### config.mk
export PLATFORM = sky130hd
export DESIGN_NAME = dl_debounce
export DESIGN_NICKNAME = d
export VERILOG_FILES = /design/src/rtl/dl_debounce.sv
export SDC_FILE = /design/constraint.sdc
export NUM_CORES = 1
export LEC_CHECK = 0
export BUFFER_PORTS_ARGS = -buffer_cell sky130_fd_sc_hd__buf_4
export CORE_AREA = 3 3 40 42
export DETAILED_ROUTE_END_ITERATION = 16
export DIE_AREA = 0 0 43 45
export GPL_TIMING_DRIVEN = 0
export PLACE_DENSITY = 0.48
export SLEW_MARGIN = 20
export SYNTH_ARGS = -nofsm -noshare
export SYNTH_HDL_FRONTEND = slang
export SYNTH_SLANG_ARGS = --single-unit
### constraint.sdc
create_clock -name clk -period 2.7 [get_ports clk]
set_input_delay 0.54 -clock clk [delete_from_list [all_inputs] [get_ports clk]]
set_output_delay 0.54 -clock clk [all_outputs]
set_load 0.05 [all_outputs]
### src/rtl/dl_debounce.sv
`default_nettype none
// ============================================================================
// Module  : dl_debounce
// Brief   : Synchronizes a raw level and accepts a change only after it has
//           persisted for DEBOUNCE_CYC consecutive sampled cycles.
// Revision: 1.0 - initial release
// ============================================================================
module dl_debounce #(
    parameter int   SYNC_STAGES  = 2,
    parameter int   DEBOUNCE_CYC = 8,
    parameter logic RESET_VAL    = 1'b0
) (
    input  logic clk,
    input  logic rst_n,
    input  logic d,
    input  logic en,
    output logic q,
    output logic rise,
    output logic fall,
    output logic busy
);

    localparam int CW = (DEBOUNCE_CYC > 1) ? $clog2(DEBOUNCE_CYC) : 1;
    localparam logic [CW-1:0] c_CNT_LAST = CW'(DEBOUNCE_CYC - 1);
    localparam logic [CW-1:0] c_CNT_ONE  = CW'(1);

    typedef enum logic [0:0] {
        STABLE   = 1'b0,
        COUNTING = 1'b1
    } state_t;

    logic [SYNC_STAGES-1:0] r_sync;
    logic                   w_d_sync;
    state_t                 r_state;
    logic [CW-1:0]          r_cnt;
    logic                   r_q;
    logic                   r_rise;
    logic                   r_fall;

    // Synchronizer keeps shifting even while the accept logic is disabled
    always_ff @(posedge clk or negedge rst_n) begin
        if (!rst_n) begin
            r_sync <= {SYNC_STAGES{RESET_VAL}};
        end else begin
            r_sync <= {r_sync[SYNC_STAGES-2:0], d};
        end
    end

    assign w_d_sync = r_sync[SYNC_STAGES-1];

    always_ff @(posedge clk or negedge rst_n) begin
        if (!rst_n) begin
            r_state <= STABLE;
            r_cnt   <= '0;
            r_q     <= RESET_VAL;
            r_rise  <= 1'b0;
            r_fall  <= 1'b0;
        end else begin
            r_rise <= 1'b0;
            r_fall <= 1'b0;
            if (!en) begin
                r_state <= STABLE;
                r_cnt   <= '0;
            end else begin
                case (r_state)
                    STABLE: begin
                        if (w_d_sync != r_q) begin
                            r_state <= COUNTING;
                            r_cnt   <= c_CNT_ONE;
                        end else begin
                            r_cnt   <= '0;
                        end
                    end
                    COUNTING: begin
                        if (w_d_sync == r_q) begin
                            // Level fell back before it was accepted: glitch
                            r_state <= STABLE;
                            r_cnt   <= '0;
                        end else if (r_cnt == c_CNT_LAST) begin
                            r_q     <= w_d_sync;
                            r_rise  <= w_d_sync;
                            r_fall  <= ~w_d_sync;
                            r_state <= STABLE;
                            r_cnt   <= '0;
                        end else begin
                            r_cnt   <= r_cnt + c_CNT_ONE;
                        end
                    end
                    default: begin
                        r_state <= STABLE;
                        r_cnt   <= '0;
                    end
                endcase
            end
        end
    end

    assign q    = r_q;
    assign rise = r_rise;
    assign fall = r_fall;
    assign busy = (r_state == COUNTING);

endmodule
`default_nettype wire

# Word level (Yosys, flattened, before mapping)
# Cells that the tools add are included.
[totals]
reg_bits = 9
input_bits = 4
output_inout_bits = 4
word_cells = 32
[op_classes]
addsub = 1
eq_ne = 3
mux = 18
bitwise_logic = 3
n_reduce_logical = 1
[ops]
columns = ["cell", "n"]
rows = [
  ["$mux 1", 13],
  ["$mux 3", 3],
  ["$pmux 3 s2", 1],
  ["$reduce_and 4->1", 1],
  ["$add 3x1->3 const B", 1],
  ["$eq 3x3->1 const B", 1],
  ["$not 1->1", 3],
  ["$pmux 1 s2", 1],
  ["$eq 1x1->1", 1],
  ["$ne 1x1->1", 1],
]

# Longest topological paths before layout
# Gate-level depths: netlist of run 1.
[depth]
depth_word = 5
mapped_depth = 4
depth_no_buf = 4

# Least setup slack after synthesis of run 1
# No wires, ideal clock.
[synth_timing]
kind = "reg2reg"
startpoint = "register r_cnt[0]"
endpoint = "register r_q, in the netlist q"
setup_time_ns = 0.125
arrival_ns = 1.158
required_time_ns = 2.575
slack_ns = 1.418
stages_incl_launch_ff = 5
n_path_buf = 0
period_less_slack_ns = 1.282
cell_sequence = "dfrtp_1 -> ha_1 -> ha_1 -> nand3_1 -> mux2_2"
[synth_between]
elab_chain_len = 2
[synth_rtl]
columns = ["element", "line", "rtl"]
rows = [
  ["start, declared", "35", "logic [CW-1:0] r_cnt;"],
  ["start signal, assigned", "69", "r_cnt <= c_CNT_ONE;"],
  ["start signal, assigned", "86", "r_cnt <= r_cnt + c_CNT_ONE;"],
  ["$eq 3x3->1", "79", "end else if (r_cnt == c_CNT_LAST) begin"],
  ["$reduce_and 4->1 (no line)", "--", ""],
  ["end signal, assigned", "80", "r_q <= w_d_sync;"],
  ["end, declared", "36", "logic r_q;"],
]
# No other way between the ends.
# A chain may end at the register's enable or synchronous reset.

# Worst setup path in the final report of run 1
[layout_timing]
startpoint = "register r_q, in the netlist q"
endpoint = "output q"
[layout_lines]
columns = ["element", "line", "rtl"]
rows = [
  ["end, declared", "17", "output logic q,"],
]
# No word-level cell between the ends.

==> impl_metrics.py, run 1 <==
metrics = {
    "run_status": {
        "status": "finished, final reports clean",
    },
    "clock_network": {
        "post_cts_buffers": 0,
        "cts.repair.resized": 0,
        "cts_hold_buf": 0,
        "root_buffer": "clkbuf_4",
        "cts_made_buffers": 3,
        "clk_latency_ns": 0.26,
        "max-clock-path-buffers": 2,
        "clock-sinks": 9,
        "htree_levels": 1,
        "cts_tree": "built",
        "clk_pin_slew_ns": 0.06,
    },
    "floorplan": {
        "fp-row-count": 13,
        "die_h_um": 45,
        "fp.dieW_um": 43,
        "core_area_sq_um": 1280,
        "io_pins": 8,
        "die_area_sq_um": 1940,
        "initial_core_util_pct": 27.1,
    },
    "drt": {
        "vias_per_cell": 4.56,
        "top_layer": "met4",
        "drc": 0,
        "met3WireLength_um": 43,
        "antenna_left": 0,
        "route.met2.wl_um": 272,
        "drt-initial-drc-count": 3,
        "wl_met1_um": 236,
        "vias": 237,
        "wl_um": 566,
        "wire_per_inst_um": 10.9,
        "firstDrtPassIters": 4,
    },
    "power_and_ir_drop": {
        "leakagePower_nw": 0.224,
        "internal_power_mw": 0.201,
        "totalPowerFinal_mw": 0.257,
        "p_per_area_nw_per_um2": 576,
        "seqPwrFrac_pct": 54.8,
        "p_switching_mw": 0.0560,
        "swShare_pct": 21.8,
        "pwr-share-clk_pct": 39.5,
        "comb_power_share_pct": 5.7,
        "ir_drop_v": 0.000224,
    },
    "cells_and_area": {
        "final_cell_mix": "dfrtp_1, buf_4",
        "layout_commonest_cell": "dfrtp_1",
        "final.fill_count": 132,
        "layout.nets": 45,
        "drive_gt1_share_pct": 29.7,
        "diodes": 0,
        "fin_util_pct": 34.7,
        "area_growth_pct": 28.1,
        "design_area_sq_um": 445,
    },
    "critical_path": {
        "crit_path_cell_trace": "buf_4",
        "crit_slowest_cell": "dfrtp_1",
        "path_buf_inv": 1,
        "crit_family": "flip-flops",
        "arrival_ns": 0.89,
        "cp_max_fo": 5,
        "rr_endpoint": "q",
        "required_ns": 2.16,
        "rr_startpoint": "r_cnt[0]",
        "timing.reg2reg.setup_slack_ns": 1.36,
        "cp-end-kind": "output pin",
        "reg2reg_depth": 4,
        "slowest_delay_ns": 0.41,
        "cp-start-kind": "flop",
        "crit_type": "reg2out",
    },
    "sta": {
        "fin_crit_ns": 1.43,
        "setup_slack_ns": 1.27,
        "fin_worst_skew_ns": 0.00163,
        "setup_viol": 0,
        "slew_violations": 0,
        "fmax_ghz": 0.698,
        "rsz0062_at_grt": "false",
        "worstMarginPinSlew_ns": 0.331,
        "finalSetupTns_ns": 0,
        "timing.final.crit_share_pct": 53.1,
        "hold_viol": 0,
        "slew_headroom_pct": 77.8,
    },
    "logic_synthesis": {
        "syn_inst": 26,
        "seq_area_frac_synth_pct": 64.7,
        "synth_nets": 33,
        "yosysWarnings": 0,
        "ys_ff_latch": 9,
        "synth_top_area_share_pct": 64.7,
        "synth_top_area_cell": "dfrtp_1",
        "synth.distinct_cells": 11,
        "synthTopCellsByArea": "dfrtp_1, ha_1, nor3_1, nor3b_1, mux2_2",
        "syn_area_per_cell_sq_um": 13.4,
        "synth.cell_area_sq_um": 348,
    },
    "grt": {
        "gr-total-overflow": 0,
        "antenna_found_initial": 0,
        "grt_pass1_wl_mm": 1.01,
        "grt_usage_pct": 7.83,
        "grt_max_degree": 10,
        "grt_pass1_vias": 241,
    },
    "job": {
        "max-cap-violations": 0,
    },
    "place": {
        "io_buffers": 7,
        "place_ws_ns": 1.37,
        "dp_hpwl_um": 468,
        "gp_congestion": 0.667,
        "place_area_sq_um": 419,
    },
    "min_path": {
        "hold_class": "in2async",
    },
}
-- metal layers --
layer	global-route usage, %	up-vias
met2	12.0	9
met4	5.42	0
met1	7.96	113
li1	-	113
met5	0	-
met3	4.78	2
-- area by class of cell --
type                            count  area (sq um)  share of cell area [%]
Sequential cell                     9           225                    50.6
Tap cell                           15          18.8                    4.21
Inverter                            1          3.75                   0.843
Multi-Input combinational cell     16           119                    26.7
Timing Repair Buffer                7          52.6                    11.8
Clock buffer                        4          26.3                    5.90
-- kinds of logic after synthesis --
logic type,count (synthesis),share of synthesized area (%)
AOI/OAI and AO/OA,2,4.32
xor gates and xnor gates,1,2.52
adders and majority gates,3,10.8
buffers and inverters,1,1.08
DFF,9,64.7
muxes,1,3.24
and+or+nand+nor,9,13.3
-- state kept, by name, summed over array words and instances, names as in the netlist --
signal  cells
r_cnt       3
r_sync      2
busy        1
fall        1
q           1
rise        1
-- synth_stat cells --
cell type / n
ha_1: 3
inv_1: 1
nor3b_1: 2
o21a_1: 1
xnor2_1: 1
dfrtp_1: 9
nand2_1: 3
nor3_1: 3
mux2_2: 1
a211oi_1: 1
nand3_1: 1
-- worst max-delay path by stage --
| stage | from | endpoint | slack, ns | cells after the start |
|---|---|---|---|---|
| final | q | q | 1.27 | 1 |
| after global routing | busy | busy | 1.21 | 1 |
| after CTS | q | q | 1.26 | 1 |
| after detailed placement | r_cnt[0] | q | 1.37 | 4 |
| after global placement | r_cnt[0] | q | 1.36 | 4 |
| after floorplan | r_cnt[0] | q | 1.42 | 4 |
-- power groups by stage --
stage / registers (mW) / logic, mW / clock network, mW
after floorplan: 0.145 / 0.00394 / 0
after global placement: 0.143 / 0.0148 / 0
after detailed placement: 0.143 / 0.0152 / 0
after CTS: 0.141 / 0.0151 / 0.107
after global routing: 0.141 / 0.0166 / 0.115
final: 0.141 / 0.0146 / 0.101
-- through the flow --
stage	std cells	hold slack, ns
final	52	0.0918
after floorplan	26	0.244
after global routing	52	0.0815
after CTS	52	0.0900
after detailed placement	48	0.345
after global placement	48	0.337
No activity file was read; power rests on OpenSTA's default activity.
==> run 2: changes to the inputs <==
- clock period: 2.7 -> 1.35 ns (I/O delays scaled with it)
==> impl_metrics.py, run 2 (synthesized netlist as in run 1, its figures left out) <==
metrics = {
    "grt": {
        "antenna_found_initial": 0,
        "gr-usage-met3_pct": 4.78,
        "busiest_layer": "met2",
        "gr-total-overflow": 0,
        "grt_pass1_vias": 241,
        "grt_usage_pct": 7.83,
        "grt_pass1_wl_mm": 1.01,
        "grt_use_met1_pct": 7.96,
        "grt_use_met2_pct": 12.0,
        "grt_max_degree": 10,
    },
    "power_and_ir_drop": {
        "ir_drop_v": 0.000457,
        "totalPowerFinal_mw": 0.521,
        "leakagePower_nw": 0.222,
        "p_per_area_nw_per_um2": 1130,
    },
    "critical_path": {
        "crit_type": "reg2reg",
        "reg2reg_depth": 4,
        "path_common_cell": "ha_2",
        "rr_endpoint": "q",
        "timing.reg2reg.setup_slack_ns": 0.06,
        "rr_startpoint": "r_cnt[0]",
        "cp-start-kind": "flop",
        "cp-end-kind": "flop",
        "crit_path_cell_trace": "ha_2 -> ha_2 -> nand3_1 -> mux2_2",
        "required_ns": 1.49,
        "slowest_delay_ns": 0.39,
        "cp_max_fo": 2,
        "crit_slowest_cell": "dfrtp_1",
        "arrival_ns": 1.43,
    },
    "floorplan": {
        "fp-row-count": 13,
        "initial_core_util_pct": 27.1,
        "die_h_um": 45,
        "fp.dieW_um": 43,
        "io_pins": 8,
        "core_area_sq_um": 1280,
        "die_area_sq_um": 1940,
    },
    "drt": {
        "antenna_left": 0,
        "vias_per_cell": 4.53,
        "wire_per_inst_um": 11.5,
        "wl_um": 610,
        "drt-initial-drc-count": 6,
        "vias": 240,
        "drc": 0,
        "firstDrtPassIters": 4,
    },
    "cells_and_area": {
        "final.fill_count": 130,
        "area_growth_pct": 32.4,
        "design_area_sq_um": 460,
        "final_cell_mix": "dfrtp_1, buf_4, nand2_1, nor3_1, clkbuf_4",
        "layout.cells.non_filler": 53,
        "drive_gt1_share_pct": 34.2,
        "diodes": 0,
        "fin_util_pct": 35.8,
        "layout.nets": 46,
        "layout_commonest_cell": "dfrtp_1",
        "regMostFlops": "r_cnt",
        "largest_reg_flops": 3,
        "reg.largest.list": "r_cnt x3, r_sync x2",
    },
    "place": {
        "dp.cells": 48,
        "gp_congestion": 0.667,
        "dp_hpwl_um": 468,
        "place_area_sq_um": 419,
        "io_buffers": 7,
    },
    "clock_network": {
        "max-clock-path-buffers": 2,
        "htree_levels": 1,
        "root_buffer": "clkbuf_4",
        "clk_latency_ns": 0.26,
        "clock-sinks": 9,
        "clk_pin_slew_ns": 0.06,
        "cts_tree": "built",
        "cts_made_buffers": 3,
    },
    "sta": {
        "hold_viol": 0,
        "rsz0062_at_grt": "false",
        "worstMarginPinSlew_ns": 0.331,
        "slew_headroom_pct": 77.8,
        "finalSetupTns_ns": 0,
        "setup_viol": 0,
        "fmax_ghz": 0.777,
        "timing.final.crit_share_pct": 95.3,
        "slew_violations": 0,
        "fin_worst_skew_ns": 0.00630,
        "fin_crit_ns": 1.29,
    },
    "run_status": {
        "status": "finished, final reports clean",
    },
    "min_path": {
        "min_to": "r_sync[0]",
        "hold_class": "in2reg",
        "worstHoldStart": "d",
        "hold_depth": 1,
    },
    "job": {
        "max-cap-violations": 0,
    },
}
## run 2: cell count changes in the layout (fill, tap and decap cells not counted), sizes merged
cell and change:
dlygate4sd3 +1
## run 2: final cells by class
| class | instances | area [sq um] | share of cell area (%) |
|---|---|---|---|
| flip-flops and latches | 9 | 225 | 48.9 |
| inverters | 1 | 3.75 | 0.815 |
| repair buffers | 8 | 62.6 | 13.6 |
| well taps | 15 | 18.8 | 4.08 |
| clock buffers | 4 | 26.3 | 5.71 |
| multi-input cells | 16 | 124 | 26.9 |
## run 2: worst max-delay path by stage
stage                     startpoint  end  slack, ns  depth (start not counted)
after floorplan             r_cnt[0]    q       0.07                          4
after global placement      r_cnt[0]    q       0.01                          4
after detailed placement    r_cnt[0]    q       0.02                          4
after CTS                   r_cnt[0]    q      0.002                          4
after global routing        r_cnt[0]    q       0.02                          4
final                       r_cnt[0]    q       0.06                          4
## run 2: power breakdown
group | switching [mW] | total [mW] | internal, mW
Sequential | 0.00534 | 0.282 | 0.276
Combinational | 0.0181 | 0.0320 | 0.0139
Clock | 0.0936 | 0.207 | 0.114
## run 2: metal layers
layer	vias up	part of all wire, %
li1	115	-
met1	115	42
met2	10	50
met3	0	7.9
met4	0	0
met5	-	0
## run 2: repair_timing
| action | in CTS | in global routing |
|---|---|---|
| resized for setup | 0 | 2 |
| endpoints found under the hold margin | 9 | 0 |
| endpoints found under the setup margin | 0 | 2 |
| setup buffers | 0 | 0 |
| hold buffers | 1 | 0 |
## run 2: through the flow
step	setup slack, ns	hold slack (ns)
5_1_grt	0.0202	0.104
4_1_cts	0.00209	0.108
6_report	0.0631	0.117
2_1_floorplan	0.0678	-0.0256
3_5_place_dp	0.0171	0.101
3_3_place_gp	0.0133	0.0976
## run 2: worst max-delay path: cells and delay by family (launching register included)
family,cells,cell delay (ns)
flops,1,0.39
fa+ha+maj,2,0.36
mux,1,0.33
simple gates,1,0.08
==> run 3: changes to the inputs <==
--- a/constraint.sdc
+++ b/constraint.sdc
@@ -3,2 +3,2 @@
 set_output_delay 0.27 -clock clk [all_outputs]
-set_load 0.05 [all_outputs]
+set_load 0.1 [all_outputs]
==> impl_metrics.py, run 3 (synthesized netlist as in run 1, its figures left out) <==
metrics = {
    "run_status": {
        "status": "finished, final reports clean",
    },
    "floorplan": {
        "fp-row-count": 13,
        "core_area_sq_um": 1280,
        "die_area_sq_um": 1940,
        "io_pins": 8,
        "die_h_um": 45,
        "fp.dieW_um": 43,
        "initial_core_util_pct": 27.1,
    },
    "place": {
        "gp_congestion": 0.650,
        "io_buffers": 7,
        "dp_hpwl_um": 473,
        "place_ws_ns": 0.0225,
    },
    "power_and_ir_drop": {
        "seqPwrFrac_pct": 53.3,
        "swShare_pct": 23.1,
        "p_per_area_nw_per_um2": 1120,
        "internal_power_mw": 0.406,
        "p_switching_mw": 0.122,
        "pwr-share-clk_pct": 39.0,
        "comb_power_share_pct": 7.7,
        "leakagePower_nw": 0.225,
        "ir_drop_v": 0.000447,
    },
    "critical_path": {
        "endpoint": "q",
        "crit_path_cell_trace": "ha_2 -> ha_2 -> nand3_1 -> mux2_2",
        "worstSetupStartpoint": "r_cnt[0]",
        "required_ns": 1.49,
        "cp-end-kind": "flop",
        "crit_slowest_cell": "dfrtp_1",
        "cp-start-kind": "flop",
        "slowest_delay_ns": 0.38,
        "arrival_ns": 1.42,
        "timing.reg2reg.setup_slack_ns": 0.07,
        "rr_endpoint": "q",
        "cp_max_fo": 2,
        "crit_type": "reg2reg",
        "rr_startpoint": "r_cnt[0]",
        "reg2reg_depth": 4,
        "path_common_cell": "ha_2",
    },
    "grt": {
        "grt_max_degree": 10,
        "grt_pass1_vias": 242,
        "antenna_found_initial": 0,
        "gr-total-overflow": 0,
        "grt_usage_pct": 7.99,
        "grt_pass1_wl_mm": 1.03,
    },
    "cells_and_area": {
        "fin_util_pct": 36.6,
        "regMostFlops": "r_cnt",
        "area_growth_pct": 35.3,
        "seqCellArea_sq_um": 228,
        "diodes": 0,
        "layout_commonest_cell": "buf_4",
        "final_cell_mix": "buf_4, dfrtp_1, nand2_1, nor3_1, clkbuf_4",
        "reg.largest.list": "r_cnt x3, r_sync x2",
        "final.fill_count": 137,
        "drive_gt1_share_pct": 41.0,
        "largest_reg_flops": 3,
        "layout.nets": 47,
        "multi_input_area_sq_um": 124,
    },
    "clock_network": {
        "clk_pin_slew_ns": 0.06,
        "cts_tree": "built",
        "root_buffer": "clkbuf_4",
        "clk_latency_ns": 0.26,
        "clock-sinks": 9,
        "htree_levels": 1,
        "max-clock-path-buffers": 2,
        "cts_made_buffers": 3,
    },
    "sta": {
        "setup_viol": 0,
        "fin_crit_ns": 1.28,
        "fmax_ghz": 0.783,
        "rsz0062_at_grt": "false",
        "worstMarginPinSlew_ns": 0.328,
        "slew_headroom_pct": 78.0,
        "timing.final.crit_share_pct": 94.6,
        "setup_slack_ns": 0.0728,
        "fin_worst_skew_ns": 0.00271,
        "hold_viol": 0,
        "finalSetupTns_ns": 0,
        "slew_violations": 0,
    },
    "drt": {
        "vias": 242,
        "drt-initial-drc-count": 1,
        "drc": 0,
        "antenna_left": 0,
        "wire_per_inst_um": 11.2,
        "vias_per_cell": 4.48,
        "firstDrtPassIters": 3,
        "wl_um": 603,
    },
    "min_path": {
        "worstHoldStart": "d",
        "hold_class": "in2reg",
    },
    "job": {
        "max-cap-violations": 0,
    },
}
[run 3: changes by cell type in the layout (fill, tap and decap cells not counted)]
cell,before,now
dfrtp_1,9,7
dfrtp_2,0,2
buf_4,7,8
[run 3: worst max-delay path, delay by kind of cell (launching register included)]
family	cells	cell delay, ns
and+or+nand+nor	1	0.08
DFF	1	0.38
muxes	1	0.33
adders and majority gates	2	0.37
[run 3: metrics by stage]
| step | cells | power, mW | area (sq um) | hold WS [ns] |
|---|---|---|---|---|
| floorplan | 26 | 0.305 | 350 | -0.0256 |
| global placement | 48 | 0.322 | 422 | 0.0973 |
| detailed placement | 48 | 0.323 | 422 | 0.101 |
| CTS | 53 | 0.538 | 458 | 0.104 |
| global route | 54 | 0.560 | 470 | 0.103 |
| finish | 54 | 0.528 | 470 | 0.114 |
[run 3: power by group through the flow]
stage                     logic [mW]  clock network [mW]  registers [mW]
after floorplan              0.00788                   0           0.297
final                         0.0405               0.206           0.282
after CTS                     0.0390               0.217           0.282
after global routing          0.0446               0.233           0.282
after global placement        0.0357                   0           0.286
after detailed placement      0.0366                   0           0.287
[run 3: worst min path at each step]
| stage | end | slack [ns] | depth (start not counted) |
|---|---|---|---|
| floorplan | busy | -0.03 | 0 |
| global placement | rise | 0.1 | 1 |
| detailed placement | rise | 0.10 | 1 |
| CTS | r_sync[0] | 0.10 | 1 |
| global route | r_sync[0] | 0.10 | 1 |
| finish | r_sync[0] | 0.11 | 1 |
[run 3: area by class of cell]
class                   count  area share [%]
flip-flops and latches      9            48.4
multi-input cells          16            26.3
repair buffers              9            14.9
clock buffers               4            5.59
well taps                  15            3.99
inverters                   1           0.798
[run 3: repair_timing]
action / in CTS / in global routing
buffers inserted: 0 / 1
resized for setup: 0 / 2
setup endpoints to repair: 0 / 1
hold buffers: 1 / 0
endpoints found under the hold margin: 9 / 0
[run 3: metal layers]
| layer | GRT usage (%) | vias to the layer above | share of wire, % |
|---|---|---|---|
| li1 | - | 117 | - |
| met1 | 7.69 | 114 | 38 |
| met2 | 12.6 | 9 | 50 |
| met3 | 5.18 | 2 | 9.5 |
| met4 | 5.42 | 0 | 1.7 |
| met5 | 0 | - | 0 |
